--- config.mk ---
export PLATFORM = sky130hd
export DESIGN_NAME = rob_multi
export DESIGN_NICKNAME = d
export VERILOG_FILES = /design/src/rtl/rob_multi.sv
export SDC_FILE = /design/constraint.sdc
export NUM_CORES = 1
export LEC_CHECK = 0
export ABC_CLOCK_PERIOD_IN_PS = 7000
export BUFFER_PORTS_ARGS = -buffer_cell sky130_fd_sc_hd__buf_2
export CAP_MARGIN = 40
export CORE_MARGIN = 10
export CORE_UTILIZATION = 55
export DETAILED_ROUTE_END_ITERATION = 10
export PLACE_DENSITY = 0.85
export SLEW_MARGIN = 10
export SYNTH_ARGS = -nofsm -noshare
export SYNTH_HDL_FRONTEND = slang
export SYNTH_SLANG_ARGS = --single-unit
--- constraint.sdc ---
create_clock -name clk -period 7 [get_ports clk]
set_clock_uncertainty 0.05 [all_clocks]
set_input_delay 1.05 -clock clk [delete_from_list [all_inputs] [get_ports clk]]
set_output_delay 1.05 -clock clk [all_outputs]
set_load 0.05 [all_outputs]
--- src/rtl/rob_multi.sv ---
// rtl/rob_multi.sv - reorder buffer with multi-port CDB writeback and forwarding lookups
module rob_multi #(
  parameter int W      = 16,
  parameter int N      = 3,
  parameter int OP_W   = 4,
  parameter int DEST_W = 3,
  parameter int N_CDB  = 2
) (
  input  logic                 clk,
  input  logic                 reset,
  input  logic                 flush,
  input  logic                 alloc_valid,
  input  logic [DEST_W-1:0]    alloc_dest,
  input  logic [OP_W-1:0]      alloc_op,
  output logic [N-1:0]         alloc_tag,
  output logic                 alloc_ok,
  input  logic [N_CDB-1:0]     cdb_valid,
  input  logic [N_CDB*N-1:0]   cdb_tag,
  input  logic [N_CDB*W-1:0]   cdb_value,
  input  logic                 commit_en,
  output logic                 commit_valid,
  output logic [N-1:0]         commit_tag,
  output logic [DEST_W-1:0]    commit_dest,
  output logic [OP_W-1:0]      commit_op,
  output logic [W-1:0]         commit_value,
  input  logic [N-1:0]         q_tag0,
  input  logic [N-1:0]         q_tag1,
  output logic                 q_ready0,
  output logic                 q_ready1,
  output logic [W-1:0]         q_value0,
  output logic [W-1:0]         q_value1,
  output logic [N:0]           count,
  output logic                 full,
  output logic                 empty
);
  localparam int DEPTH = 2**N;
  localparam logic [N:0] DEPTH_C = (N+1)'(DEPTH);

  logic [DEPTH-1:0]  busy;
  logic [DEPTH-1:0]  rdy;
  logic [W-1:0]      value_q [DEPTH];
  logic [DEST_W-1:0] dest_q  [DEPTH];
  logic [OP_W-1:0]   op_q    [DEPTH];
  logic [N-1:0]      head;
  logic [N-1:0]      tail;
  logic              do_commit;
  logic [N-1:0]      qt    [2];
  logic              q_rdy [2];
  logic [W-1:0]      q_val [2];

  assign full         = (count == DEPTH_C);
  assign empty        = (count == '0);
  assign alloc_ok     = alloc_valid & ~full;
  assign commit_valid = busy[head] & rdy[head];
  assign do_commit    = commit_valid & commit_en;
  assign alloc_tag    = tail;
  assign commit_tag   = head;
  assign commit_dest  = dest_q[head];
  assign commit_op    = op_q[head];
  assign commit_value = value_q[head];

  always_ff @(posedge clk) begin
    if (reset || flush) begin
      busy  <= '0;
      rdy   <= '0;
      head  <= '0;
      tail  <= '0;
      count <= '0;
      if (reset) begin
        for (int e = 0; e < DEPTH; e++) begin
          value_q[e] <= '0;
          dest_q[e]  <= '0;
          op_q[e]    <= '0;
        end
      end
    end else begin
      // Descending scan: the last NBA wins, so the lowest-index port takes a shared tag.
      for (int i = N_CDB - 1; i >= 0; i--) begin
        if (cdb_valid[i] && busy[cdb_tag[i*N +: N]]) begin
          rdy[cdb_tag[i*N +: N]]     <= 1'b1;
          value_q[cdb_tag[i*N +: N]] <= cdb_value[i*W +: W];
        end
      end
      if (alloc_ok) begin
        busy[tail]   <= 1'b1;
        rdy[tail]    <= 1'b0;
        dest_q[tail] <= alloc_dest;
        op_q[tail]   <= alloc_op;
        tail         <= tail + N'(1);
      end
      // Placed after writeback so a same-cycle writeback to the head cannot resurrect it.
      if (do_commit) begin
        busy[head] <= 1'b0;
        rdy[head]  <= 1'b0;
        head       <= head + N'(1);
      end
      case ({alloc_ok, do_commit})
        2'b10:   count <= count + (N+1)'(1);
        2'b01:   count <= count - (N+1)'(1);
        default: count <= count;
      endcase
    end
  end

  assign qt[0] = q_tag0;
  assign qt[1] = q_tag1;

  always_comb begin
    for (int p = 0; p < 2; p++) begin
      q_rdy[p] = busy[qt[p]] & rdy[qt[p]];
      q_val[p] = value_q[qt[p]];
      for (int i = N_CDB - 1; i >= 0; i--) begin
        if (cdb_valid[i] && (cdb_tag[i*N +: N] == qt[p]) && busy[qt[p]]) begin
          q_rdy[p] = 1'b1;
          q_val[p] = cdb_value[i*W +: W];
        end
      end
    end
  end

  assign q_ready0 = q_rdy[0];
  assign q_ready1 = q_rdy[1];
  assign q_value0 = q_val[0];
  assign q_value1 = q_val[1];
endmodule
# [After elaboration in Yosys (flattened, before gate mapping)]
# Memory sizes are Yosys's and may differ from the RTL's. A register that Yosys moved wholly into a read port is not among the register bits.
# Cells that the tools add are included.
[word_totals] n_memories=3 ff_bits=26 output_inout_bits=71 word_cells=137 ram_bits=184
[classes] n_eq_ne=7 n_addsub=4 reduce_logical=21 n_lt_le_gt_ge=10 muxes=73 n_bitwise=14
[memory_table] name="value_q" words=8 word_bits=16 rd=3 rd_clocked_by_memory_dff=1 wr=8 line="41" rtl="logic [W-1:0] value_q [DEPTH];"
[memory_table] name="op_q" words=8 word_bits=4 rd=1 rd_clocked_by_memory_dff=1 wr=8 line="43" rtl="logic [OP_W-1:0] op_q [DEPTH];"
[memory_table] name="dest_q" words=8 word_bits=3 rd=1 rd_clocked_by_memory_dff=1 wr=8 line="42" rtl="logic [DEST_W-1:0] dest_q [DEPTH];"
[op_table] operator="two-way mux 16 bit" count=6
[op_table] operator="two-way mux 8 bit" count=10
[op_table] operator="two-way mux 3 bit" count=11
[op_table] operator="two-way mux 1 bit" count=32
[op_table] operator="OR reduction 16 bit" count=2
[op_table] operator="AND 8 bit" count=3
[op_table] operator="binary-select mux 1 bit (select 3 bit)" count=8
[op_table] operator="< comparator 3 x 4 -> 1 bit, second input constant" count=6
[op_table] operator="bitwise OR 8 bit" count=3
[op_table] operator="inverter 8 bit" count=2
[op_table] operator="logical AND 1 bit" count=14
[op_table] operator="demux 1 bit (select 3 bit)" count=4
[op_table] operator="equality test 3 bit" count=4
[op_table] operator=">= comparator 3 x 1 -> 1 bit, second input constant" count=4
[op_table] operator="case mux 4 bit (2 select lines)" count=1
[op_table] operator="adder 3 x 1 -> 3 bit, second input constant" count=2
[op_table] operator="AND 1 bit" count=5
[op_table] operator="adder 4 x 1 -> 4 bit, second input constant" count=1
[op_table] operator="equality test 4 bit, second input constant" count=1
[op_table] operator="logical NOT 4 bit" count=1
[op_table] operator="two-way mux 4 bit" count=1
[op_table] operator="OR reduction 4 bit" count=1
[op_table] operator="subtractor 4 x 1 -> 4 bit, second input constant" count=1
[op_table] operator="OR reduction 3 bit" count=1
[op_table] operator="other kinds (5)" count=5

# [Logic depth before layout (Yosys ltp)]
# Gate-level depths: netlist (run 1).
[logic_depth] depth_word=15 ltp_mapped=12 mapped_depth_nobuf=11

# [Least setup slack after synthesis (run 1)]
# OpenSTA, ideal clock, no wires.
[synth_path] kind="input to output" from="in q_tag0[0]" to="out q_value0[0]" stages=8 path_slack_ns=2.518 arrival_time_ns=3.382 n_path_buf=3 path_cell_list="buf_6 buf_12 mux2i_1 mux4_2 nand2b_4 buf_6 mux2i_1 o21ai_0"
[synth_between] elab_chain_len=5 word_cells_on_any_way=11 cone_classes="eq/ne (2); mux (4); reduce/logical (4); memory (1)"
[synth_rtl] element="from (decl)" line="26" rtl="input logic [N-1:0] q_tag0,"
[synth_rtl] element="binary-select mux 1 bit (select 3 bit) / equality test 3 bit (equally long branches)" line="113" rtl="if (cdb_valid[i] && (cdb_tag[i*N +: N] == qt[p]) && busy[qt[p]]) begin"
[synth_rtl] element="two-way mux 1 bit (not written as such) / logical AND 1 bit (equally long branches)" line="113"
[synth_rtl] element="logical AND 1 bit" line="113"
[synth_rtl] element="two-way mux 16 bit" line="113"
[synth_rtl] element="two-way mux 16 bit (*)" line="113"
[synth_rtl] element="to (decl)" line="30" rtl="output logic [W-1:0] q_value0,"
# Mark *: on every way between the ends. The rest lies on a longest branch, timed or not. The select of a mux whose other input is x is not followed.

# [Worst setup path after layout (run 1)]
[layout_path] from="in q_tag1[0]" to="out q_value1[13]"
[layout_between] elab_chain_len=5 word_cells_on_any_way=11 cone_classes="eq/ne (2); mux (4); reduce/logical (4); memory (1)"
[layout_rtl] element="from (decl)" line="27" rtl="input logic [N-1:0] q_tag1,"
[layout_rtl] element="binary-select mux 1 bit (select 3 bit) / equality test 3 bit (equally long branches)" line="113"
[layout_rtl] element="two-way mux 1 bit (not written as such) / logical AND 1 bit (equally long branches)" line="113"
[layout_rtl] element="logical AND 1 bit" line="113"
[layout_rtl] element="two-way mux 16 bit" line="113"
[layout_rtl] element="two-way mux 16 bit (*)" line="113"
[layout_rtl] element="to (decl)" line="31" rtl="output logic [W-1:0] q_value1,"
# Marks and branches as above.

==> summary.txt, run 1 <==
Status = complete, no violations
Number of flops mapped to enable cells by yosys = 184
Final number of hold-violating endpoints = 0
Final antenna-violating net count = 0
Die footprint = 31960 sq um
Worst-path clk slew = 0.06 ns
Detailed placer's ending HPWL = 26.67 mm
Worst Setup Start Kind = input pin
Core Region = 24960 sq um
Post-synthesis net count = 1139
Post-cts hold buffer count = 0
Most common cell after layout, fill and taps aside = edfxtp_1
Initial antenna violation count = 7
Synth unique cells = 66
H-tree Lvls = 1
Global-route usage over all layers = 24.36%
Post-synthesis mux area share = 27.04%
Worst setup EP type = primary output
Crit path cell chain = buf_2, buf_4, mux4_2, mux2_2, mux2i_1, o21ai_1, buf_2
Post-route design area = 15450 sq um
Cells after synthesis = 1076
VDD IR max = 0.2366 mV
Buf/Inv on CP = 3
Top delay family on crit path = multiplexers
# rows = 58
Nets = 1205
Power density cells = 193.6 nW/um^2
Max Cap Viol = 0
Via count = 10432
Crit-path max FO = 32
Die Ht = 178.8 microns
Syn avg cell area = 12.89 sq um
Vias in the first global route = 10763
End of the critical path = q_value1[13]
Routability cong. = 0.8770
Longest Clk Path Bufs = 3
Fmax = 0.2166 GHz
Grt ovf = 0
Post-Syn Area = 13870 sq um
Skew-Pair Late Insertion Delay = 0.50 ns
Synth Area in XOR/XNOR = 1.137%
Root Driver = clkbuf_16
Cell taking the most area after synthesis = edfxtp_1
Drt via density = 7.006
DR WL/cell = 26.44 microns
Slew @ Worst Pin = 0.9294 ns
Reg2reg setup slack = 3.88 ns
Worst path slowest cell = buf_4
Worst reg2reg path startpoint = busy[4]$_SDFF_PP0_
Worst path depth = 7
Setup WS post-layout = 2.383 ns
DRC errors left = 0
Worst path required time = 5.90 ns
RSZ-0062 raised after global routing = false
Fillers = 1868
Pins Over Slew Limit = 0
Synth Area in Adders = 0.4511%
Die width = 178.8 microns
Hold WC Path Type = reg -> reg
Arrival @ worst endpoint = 3.52 ns
Layout cell share with drive strength beyond 1 = 34.92%
Ys async rst share = 0%
I/O Buffers = 128
Cells resized by post-CTS repair = 0
Pin count of the biggest net entering global routing = 74
Critical path class = in -> out
Initial core utilization = 55.55%
First-pass GRT wire length = 60.51 mm
Yosys reg bits = 213
Number of I/O pins = 129
Final Util = 61.88%
Setup Fix Bufs, Post-CTS = 0
Synth Warn # = 0
Min cycle time layout = 4.617 ns
Area Overhead vs Synth = 11.40%
Final setup fails = 0
Seq/Total Area, Yosys = 44.03%
Post-place setup slack = 2.470 ns
TNS Setup = 0 ns
Compound-cell area share of the yosys netlist = 11.96%
TritonCTS Buffers = 23
TritonCTS clock tree = done
Fin crit share = 65.96%
Largest family of logic cells by synthesized area = multiplexers
Clk sinks = 213
Most frequent cells in the layout = 184 x edfxtp_1, 128 x buf_2, 119 x mux4_2, 82 x nor2_1, 62 x and2_1
Instance area after placement = 14750 sq um
Simple-Gate Fraction of Synth Area = 11.09%
RR Endpoint = value_q[4][9]$_DFFE_PP_
Critical Path Max Stage Delay = 0.61 ns
Synth top area share = 39.84%
Top cell by count, worst path = buf_2
R2R cell count = 6
Power, Total = 0.002990 W
Synth top area cells = edfxtp_1 40%, mux4_2 19%, mux2_2 4.5%
Post-synth top flop = edfxtp_1
Rel. slew slack = 37.84%
Detailed Route WL = 39.38 mm
LEAKAGE = 5.633 nW
TritonRoute pass-1 iters = 6
Initial DRC count = 1361
CP startpoint = q_tag1[0]
## flip-flops by register name (all words and copies together), names as in the netlist, named ones only
name        count
alloc_tag       3
busy            8
commit_tag      3
count           4
dest_q         24
op_q           32
rdy             8
value_q       128
## per-stage QoR
step | instances | hold WS (ns)
5_1_grt | 1487 | 0.5463
4_1_cts | 1486 | 0.5024
6_report | 1489 | 0.5032
2_1_floorplan | 1076 | 0.4476
3_3_place_gp | 1431 | 0.4738
3_5_place_dp | 1446 | 0.4896
## power by group
| part | leakage [nW] | switching, W | internal [W] |
|---|---|---|---|
| clock | 0.330 | 0.000478 | 0.000638 |
| sequential | 2.14 | 0.0000265 | 0.00142 |
| combinational | 3.17 | 0.000280 | 0.000153 |
## area by class of cell
class	instances	area, sq um	share of cell area [%]
diodes	2	5.005	0.03240
clock buffers	29	598.1	3.872
clock inverters	11	76.32	0.4941
inverters	4	15.01	0.09720
multi-input cells	738	7198	46.60
flip-flops and latches	213	6111	39.56
well taps	330	412.9	2.673
repair buffers	162	1031	6.674
## tightest hold or removal path, stage by stage, from the launching register on
cell	delay [ns]
dfxtp_1	0.37
nand2_1	0.08
a21oi_1	0.06
## cell usage after synthesis (all sizes together), types with 11 or more instances
cell	count
mux2i	45
a22oi	48
buf	60
nand2	49
o21ai	44
nand2b	11
nor3	15
a32o	48
edfxtp	184
mux2	55
xnor2	13
mux4	119
a21oi	11
a22o	32
and2	62
nor2	88
dfxtp	29
clkbuf	61
nor2b	11
## layer usage
metal	vias up	share of wire, %	GRT usage [%]
li1	4422	-	-
met3	138	13	7.140
met2	819	49	40.66
met1	5043	34	29.17
met4	10	3.7	9.542
met5	-	0.17	0
## worst min-delay path by stage
stage                               from                         to  slack [ns]  cells after the start
4_1_cts        alloc_tag[0]$_SDFFE_PP0N_  alloc_tag[0]$_SDFFE_PP0N_        0.50                      2
2_1_floorplan          rdy[7]$_SDFF_PP0_          rdy[7]$_SDFF_PP0_        0.45                      2
6_report       alloc_tag[0]$_SDFFE_PP0N_  alloc_tag[0]$_SDFFE_PP0N_        0.50                      2
3_3_place_gp   alloc_tag[0]$_SDFFE_PP0N_  alloc_tag[0]$_SDFFE_PP0N_        0.47                      2
5_1_grt        alloc_tag[0]$_SDFFE_PP0N_  alloc_tag[0]$_SDFFE_PP0N_        0.55                      2
3_5_place_dp   alloc_tag[0]$_SDFFE_PP0N_  alloc_tag[0]$_SDFFE_PP0N_        0.49                      2
## logic make-up (layout without fill, tap and decap cells)
kind of cell,Yosys count,in the layout
adder cells (fa/ha/maj),5,5
other,0,2
buffers and inverters,125,206
multiplexers,219,219
XOR/XNOR,18,18
flip-flops,213,213
AND/OR/NAND/NOR,282,282
AO/OA/AOI/OAI,214,214
(Power assumes the default switching activity.)
==> inputs of run 2 (changes only) <==
--- a/config.mk
+++ b/config.mk
@@ -5,7 +5,7 @@
 export SDC_FILE = /design/constraint.sdc
 export NUM_CORES = 1
 export LEC_CHECK = 0
-export ABC_CLOCK_PERIOD_IN_PS = 7000
+export ABC_CLOCK_PERIOD_IN_PS = 4300
 export BUFFER_PORTS_ARGS = -buffer_cell sky130_fd_sc_hd__buf_2
 export CAP_MARGIN = 40
 export CORE_MARGIN = 10
==> constraint.sdc (replaced) <==
create_clock -name clk -period 4.3 [get_ports clk]
set_clock_uncertainty 0.05 [all_clocks]
set_input_delay 0.645 -clock clk [delete_from_list [all_inputs] [get_ports clk]]
set_output_delay 0.645 -clock clk [all_outputs]
set_load 0.05 [all_outputs]
==> summary.txt, run 2 (synthesis gave the netlist of run 1 again) <==
Critical path class = reg -> out
Reg2reg setup slack = 1.26 ns
Final number of hold-violating endpoints = 0
Skew-Pair Late Insertion Delay = 0.51 ns
Worst Setup Start Kind = register
Clk sinks = 213
Number of I/O pins = 129
Core Region = 24960 sq um
Worst reg2reg path startpoint = busy[7]$_SDFF_PP0_
Die Ht = 178.8 microns
Slew @ Worst Pin = 0.9277 ns
DR WL/cell = 27.56 microns
Final antenna-violating net count = 0
Worst path required time = 3.61 ns
TritonCTS clock tree = done
I/O Buffers = 128
TritonRoute pass-1 iters = 5
Setup Fix Bufs, Post-CTS = 0
Post-cts hold buffer count = 0
Detailed placer's ending HPWL = 26.79 mm
Die width = 178.8 microns
Min cycle time layout = 3.435 ns
Status = complete, no violations
Longest Clk Path Bufs = 3
Crit-path max FO = 25
RR Endpoint = count[2]$_SDFFE_PP0P_
Rel. slew slack = 38.07%
Layout cell share with drive strength beyond 1 = 35.80%
Routability cong. = 0.8788
Final setup fails = 0
Most common cell after layout, fill and taps aside = edfxtp_1
Arrival @ worst endpoint = 2.74 ns
Fin crit share = 79.90%
VDD IR max = 0.2438 mV
Pins Over Slew Limit = 0
LEAKAGE = 5.701 nW
Pin count of the biggest net entering global routing = 49
H-tree Lvls = 1
Initial DRC count = 1379
Hold path depth = 2
Via count = 10633
Initial core utilization = 55.55%
Worst-path clk slew = 0.06 ns
Power density cells = 335.6 nW/um^2
DRC errors left = 0
Drt via density = 7.117
Top flop regs = value_q (128), op_q (32), dest_q (24)
Vias in the first global route = 11179
TNS Setup = 0 ns
Hold_sp = alloc_dest[1]
Hold endpoint = dest_q[2][1]$_SDFFCE_PN0P_
Fmax = 0.2911 GHz
Nets = 1209
Most frequent cells in the layout = 184 x edfxtp_1, 128 x buf_2, 119 x mux4_2, 81 x nor2_1, 62 x and2_1
Reg with most FFs = value_q
Worst setup EP type = primary output
R2R cell count = 11
Max Cap Viol = 0
Grt ovf = 0
Initial antenna violation count = 7
Area Overhead vs Synth = 12.20%
Root Driver = clkbuf_16
Cells resized by post-CTS repair = 0
First-pass GRT wire length = 63.84 mm
Die footprint = 31960 sq um
Largest register FFs = 128
# rows = 58
Global-route usage over all layers = 25.78%
Power, Total = 0.005221 W
Instance area after placement = 14730 sq um
Hold WC Path Type = in -> reg
Post-route design area = 15560 sq um
Detailed Route WL = 41.17 mm
RSZ-0062 raised after global routing = false
TritonCTS Buffers = 23
==> run 2: cell types whose count changed in the layout (fill, tap and decap cells not counted), moves of 2 or more <==
cell and delta:
clkinv_1 -4, buf_8 -6, bufinv_16 +4, clkinv_2 -2
buf_6 -4, buf_4 +14, clkbuf_1 -2, clkbuf_4 +2
==> run 2: metal layers <==
| metal | vias to the layer above | global-route usage [%] | part of all wire (%) |
|---|---|---|---|
| li1 | 4417 | - | - |
| met1 | 5203 | 30.34 | 33 |
| met2 | 831 | 43.68 | 49 |
| met3 | 172 | 7.161 | 13 |
| met4 | 10 | 10.68 | 4.5 |
| met5 | - | 0 | 0.18 |
==> run 2: cell type report <==
type	count	area (sq um)
multi-input cells	738	7201
inverters	4	15.01
diodes	2	5.005
repair buffers	166	993.5
well taps	330	412.9
flip-flops and latches	213	6111
clock buffers	31	644.4
clock inverters	10	176.4
fillers	1921	9405
==> run 2: per-stage QoR <==
stage / setup WS (ns) / util, % / hold WS, ns / instances
global route: 0.7801 / 62.30 / 0.4596 / 1492
floorplan: 0.6278 / - / 0.4476 / 1076
finish: 0.8645 / 62.32 / 0.4462 / 1494
CTS: 0.8732 / 62.30 / 0.4365 / 1492
global placement: 1.040 / 58.73 / 0.4739 / 1447
detailed placement: 0.9730 / 59.02 / 0.4906 / 1451
==> run 2: power by group <==
part	switching (W)	leakage [nW]	total, W	internal (W)
clock network	0.000818	0.399	0.00217	0.00135
logic	0.000458	3.16	0.000705	0.000247
registers	0.0000457	2.14	0.00235	0.00230
==> run 2: worst max path at each step <==
stage	slack [ns]	depth (start not counted)	end	from
after global placement	1.04	7	q_value0[12]	q_tag0[0]
after global routing	0.78	4	commit_value[13]	register
after detailed placement	0.97	7	q_value1[13]	q_tag1[0]
final	0.86	4	commit_value[5]	register
after floorplan	0.63	8	q_value0[0]	q_tag0[0]
after CTS	0.87	4	commit_value[1]	register
==> run 2: critical path, cell delays in order (launching register included) <==
cell and delay, ns:
dfxtp_2 0.85, buf_4 0.47, mux4_2 0.39, mux2_2 0.28
buf_2 0.21
